[src/rtl/pu_riscv_pkg.sv]
// Shared types and decode constants for the RISC-V execute-stage sequencer.
package pu_riscv_pkg;

   typedef enum logic [1:0] {
      IDLE = 2'd0,
      REQ  = 2'd1,
      WAIT = 2'd2,
      DONE = 2'd3
   } ex_seq_state_t;

   localparam logic [4:0] OPC_OP        = 5'b01100;
   localparam logic [4:0] OPC_OP32      = 5'b01110;
   localparam logic [6:0] FUNCT7_MULDIV = 7'b0000001;

endpackage

[src/rtl/pu_riscv_ex_seq.sv]
// Execute-stage sequencer: arbitrates the EX->WB result path between the
// single-cycle ALU and a multi-cycle MUL/DIV unit, with flush and watchdog abort.
module pu_riscv_ex_seq
   import pu_riscv_pkg::*;
#(
   parameter int XLEN       = 64,
   parameter int ILEN       = 64,
   parameter int MD_TIMEOUT = 64
) (
   input  logic            clk,
   input  logic            rst,
   input  logic            id_bubble,
   input  logic [ILEN-1:0] id_instr,
   input  logic            ex_flush,
   input  logic            wb_stall,
   input  logic            alu_bubble,
   input  logic [XLEN-1:0] alu_r,
   output logic            md_req,
   input  logic            md_ack,
   input  logic            md_valid,
   input  logic [XLEN-1:0] md_r,
   output logic            md_abort,
   output logic            ex_stall,
   output logic            ex_bubble,
   output logic [XLEN-1:0] ex_r,
   output logic            ex_timeout
);

   localparam int            CW       = $clog2(MD_TIMEOUT);
   localparam logic [CW-1:0] CNT_LAST = CW'(MD_TIMEOUT - 1);

   ex_seq_state_t   state_q, state_d;
   logic [CW-1:0]   cnt_q, cnt_d;
   logic [XLEN-1:0] res_q, res_d;
   logic            timeout_q, timeout_d;
   logic            is_md, issue;
   logic            unused_instr;

   // Only opcode and funct7 matter; the rest of the instruction is decoded elsewhere.
   assign unused_instr = ^id_instr;

   assign is_md = ~id_bubble
                & ((id_instr[6:2] == OPC_OP) | (id_instr[6:2] == OPC_OP32))
                & (id_instr[31:25] == FUNCT7_MULDIV);
   assign issue = is_md & ~ex_flush & (state_q == IDLE);

   always_comb begin
      state_d   = state_q;
      cnt_d     = cnt_q;
      res_d     = res_q;
      timeout_d = timeout_q;
      md_req    = 1'b0;
      md_abort  = 1'b0;
      ex_stall  = 1'b1;
      ex_bubble = 1'b1;
      ex_r      = '0;

      case (state_q)
         IDLE: begin
            ex_r      = alu_r;
            ex_bubble = alu_bubble;
            md_req    = issue;
            ex_stall  = issue | wb_stall;
            if (issue) begin
               cnt_d   = '0;
               state_d = md_ack ? WAIT : REQ;
            end
         end
         REQ: begin
            md_req = 1'b1;
            // A flush racing an accept still has to cancel the unit.
            if (ex_flush) begin
               md_abort = md_ack;
               state_d  = IDLE;
            end else if (md_ack) begin
               cnt_d   = '0;
               state_d = WAIT;
            end
         end
         WAIT: begin
            cnt_d = cnt_q + 1'b1;
            if (ex_flush) begin
               md_abort = 1'b1;
               state_d  = IDLE;
            end else if (md_valid) begin
               res_d   = md_r;
               state_d = DONE;
            end else if (cnt_q == CNT_LAST) begin
               md_abort  = 1'b1;
               timeout_d = 1'b1;
               state_d   = IDLE;
            end
         end
         DONE: begin
            ex_r      = res_q;
            ex_bubble = ex_flush;
            ex_stall  = wb_stall;
            if (ex_flush | ~wb_stall)
               state_d = IDLE;
         end
         default: state_d = IDLE;
      endcase

      if (rst) begin
         md_req    = 1'b0;
         md_abort  = 1'b0;
         ex_stall  = 1'b0;
         ex_bubble = alu_bubble;
         ex_r      = alu_r;
      end
   end

   always_ff @(posedge clk) begin
      if (rst) begin
         state_q   <= IDLE;
         cnt_q     <= '0;
         res_q     <= '0;
         timeout_q <= 1'b0;
      end else begin
         state_q   <= state_d;
         cnt_q     <= cnt_d;
         res_q     <= res_d;
         timeout_q <= timeout_d;
      end
   end

   assign ex_timeout = timeout_q;

endmodule

[config.mk]
export PLATFORM = sky130hd
export DESIGN_NAME = pu_riscv_ex_seq
export DESIGN_NICKNAME = d
export VERILOG_FILES = /design/src/rtl/pu_riscv_pkg.sv /design/src/rtl/pu_riscv_ex_seq.sv
export SDC_FILE = /design/constraint.sdc
export NUM_CORES = 1
export LEC_CHECK = 0
export CORE_AREA = 2 2 104 106
export CTS_CLUSTER_DIAMETER = 50
export DETAILED_ROUTE_END_ITERATION = 7
export DIE_AREA = 0 0 106 108
export DONT_BUFFER_PORTS = 1
export PLACE_DENSITY = 0.54
export SYNTH_ARGS = -nofsm -noshare
export SYNTH_HDL_FRONTEND = slang
export SYNTH_SLANG_ARGS = --single-unit
[constraint.sdc]
create_clock -name clk -period 2.5 [get_ports clk]
set_input_delay 0.125 -clock clk [delete_from_list [all_inputs] [get_ports clk]]
set_output_delay 0.125 -clock clk [all_outputs]
set_load 0.005 [all_outputs]
==> run summary <==
count of mapped cells out of synthesis: 452
non-filler cells in the finished layout: 638
kind of cell adding the most delay to the critical path: buffers and inverters
detailed placer's ending HPWL: 6740 microns
first-pass GRT wire length: 16,000 microns
largest incremental delay on the critical path: 370 ps
Leakage Power: 1.77 nW
Pins Over Slew Limit: 0
Inst Count DP: 556
cell repeated most along the worst path: sky130_fd_sc_hd__inv_1
number of antenna violations at the first check in global routing: 0
first drt pass iteration count: 4
root buffer cell: sky130_fd_sc_hd__clkbuf_8
final sum of negative setup slack: 0 ps
Num CTS Buffers: 9
CP Class: reg2out
number of cells on the worst hold path: 2
starting DRC count in detailed routing: 138
Vias: 3,411
portion of the post-synthesis area used by sequential elements: 41.0%
class of the most critical hold timing path: in2reg
Sw Share: 21.0%
critical-path cell list: inv_1 -> ha_1 -> inv_1 -> and3_2 -> buf_4 -> a22o_1
Final Net Count: 702
Area growth syn-to-layout: 28.1%
effective utilization at floorplan: 34.8%
drt wl/cell: 16.3 microns
synthesized flop and latch total: 73
setup repair after global routing missed its margin: false
critical path's slowest cell: sky130_fd_sc_hd__dfxtp_1
number of global-route vias before repair: 3,315
number of sinks driven by the clock tree: 73
final core utilization: 44.6%
post-synthesis async set-or-reset flop share: 0%
number of nets in the synthesized netlist: 657
Final Hold Vio Count: 0
proportion of layout cells with a drive suffix above 1: 7.57%
final critical delay including setup and external delays: 2230 ps
count of buffers from port buffering: 0
Congestion Overflow GR: 0
total internal power: 1.98 mW
final worst path period share: 89.2%
run status: completed
Worst Path Arrival: 2100 ps
horizontal extent of the die: 106 microns
Std-Cell Core Area: 0.0102 sq mm
pin slew with the least headroom to its limit: 515 ps
count of yosys warnings during synthesis: 0
relative contribution of sequential cells to total power: 46.4%
clk_skew: 7.29 ps
number of vias per cell: 5.35
Clock Pin Slew Worst Setup and Hold Paths: 80 ps
die area: 0.0114 sq mm
commonest register cell after synthesis: sky130_fd_sc_hd__dfxtp_1
number of ports placed on the die boundary: 269
number of synthesized flops with an enable pin: 0
worst ir drop on vdd: 217 uV
Total Routing Usage GR: 17.4%
Synth cell types: 41
area of the mapped netlist: 0.00356 sq mm
post-route ant nets: 0
Worst setup SP type: flip-flop
data required time of the worst path: 2380 ps
power share of the combinational group: 8.7%
number of max-cap violations: 0
maximum clock frequency: 0.449 GHz
number of endpoints failing setup at the final stage: 0
diode insertion count for antenna repair: 0
Worst Reg-to-Reg Cells: 6
CP bufs+invs: 3
net load switching power: 526 uW
maximum count of clock buffers along a single path: 2
crit path max fanout: 36
total power density per cell area: 550 mW/mm^2
placer's final routability congestion estimate: 0.760
Slew HR: 65.6%
count of standard-cell rows: 37
Final Routed Wirelength: 10,400 microns
Chip Height: 108 microns
TritonCTS clock tree: done
synthesized area per cell: 7.88 sq um
clock latency on the worst-skew pair: 340 ps
clock group share of total power: 44.9%
pin count of the biggest net entering global routing: 70
level count of the clock H-tree: 3
Levels on crit path: 6
sort of element at the end of the critical path: output port
residual DRC count: 0
==> logic make-up (layout without fill, tap and decap cells) <==
group                    after synthesis  in the layout  synth area share (%)
AO/OA/AOI/OAI                        159            159                  31.6
adder cells (fa/ha/maj)                5              5                  1.76
buffers and inverters                 48             98                  5.30
flip-flops                            73             73                  41.0
multiplexers                           4              4                  1.19
AND/OR/NAND/NOR                      163            163                  19.1
==> cell usage after synthesis (2+ instances only) <==
library cell                 n  area share (%)
sky130_fd_sc_hd__ha_1        5             1.8
sky130_fd_sc_hd__nor4_1      2            0.35
sky130_fd_sc_hd__clkbuf_1   32             3.4
sky130_fd_sc_hd__o21ai_0     4            0.56
sky130_fd_sc_hd__nand2_1   135              14
sky130_fd_sc_hd__buf_1       7            0.74
sky130_fd_sc_hd__nor2_1      6            0.63
sky130_fd_sc_hd__a311oi_1    2            0.49
sky130_fd_sc_hd__nand3_1     2            0.28
sky130_fd_sc_hd__nand3b_1    2            0.42
sky130_fd_sc_hd__a21o_1      2            0.42
sky130_fd_sc_hd__mux2i_1     2            0.56
sky130_fd_sc_hd__mux2_2      2            0.63
sky130_fd_sc_hd__and3_1      4            0.70
sky130_fd_sc_hd__a22o_1     63              15
sky130_fd_sc_hd__a31oi_1     2            0.35
sky130_fd_sc_hd__nor3_1      2            0.28
sky130_fd_sc_hd__inv_1       7            0.74
sky130_fd_sc_hd__a21oi_1    75              11
sky130_fd_sc_hd__nand2b_1    3            0.53
sky130_fd_sc_hd__dfxtp_1    73              41
==> cell type report <==
cell class | count | area [sq um]
tap | 136 | 170
sequential | 73 | 1460
multi-input combinational | 331 | 1920
clock inverter | 5 | 103
fill | 1021 | 5670
inverter | 7 | 26.3
clock buffer | 11 | 141
timing repair buffer | 75 | 746
==> worst paths after layout <==
path | slack (ps) | to | from
worst min register to register | 460 | res_q[29] | res_q[29]
worst min-delay path | 60 | state_q[0] | rst
worst max register to register | 480 | cnt_q[1] | state_q[0]
worst max-delay path | 270 | ex_r[14] | state_q[0]
==> what timing repair did <==
item	CTS	global route
resized for setup	0	0
setup endpoints to repair	0	0
hold buffers	66	0
hold endpoints to repair	69	0
buffers inserted	0	0
==> metal layers <==
metal  part of all wire, %  wire length, microns  up-vias  track usage (%)
li1                      -                     -     1683                -
met1                    41                  4300     1597             19.8
met2                    52                  5420      120             32.1
met3                   4.8                   500       11             2.83
met4                   1.6                   166        0             7.42
met5                     0                     0        -                0
==> layout by cell type, fill, tap and decap left out, drive strengths merged, types with 3 or more instances in the layout <==
cell type,count
dfxtp,73
and3,5
a21oi,75
nand2,135
buf,10
dlygate4sd3,65
clkbuf,11
bufinv,3
a311oi,3
inv,7
a22o,63
ha,5
o21ai,4
nand2b,3
nor2,6
==> registers in the layout, indices dropped and copies added (netlist names) <==
name        count
ex_timeout      1
res_q          64
cnt_q           6
state_q         2
==> per-stage QoR <==
| stage | setup slack [ps] | hold WS [ps] | power (mW) | instance area [sq um] |
|---|---|---|---|---|
| 2_1_floorplan | 682 | 261 | 1.30 | 3560 |
| 6_report | 271 | 55.7 | 2.51 | 4560 |
| 5_1_grt | 141 | 20.0 | 2.61 | 4560 |
| 3_5_place_dp | 522 | 202 | 1.30 | 3640 |
| 4_1_cts | 279 | 27.8 | 2.55 | 4560 |
| 3_3_place_gp | 559 | 202 | 1.30 | 3640 |
==> power groups by stage <==
stage                     Clock (mW)  Sequential, mW  Combinational (mW)
after global placement             0            1.19               0.111
final                           1.13            1.16               0.217
after CTS                       1.17            1.16               0.216
after detailed placement           0            1.19               0.110
after global routing            1.22            1.16               0.234
after floorplan                    0            1.19               0.112
No activity file was read; power rests on OpenSTA's default activity.
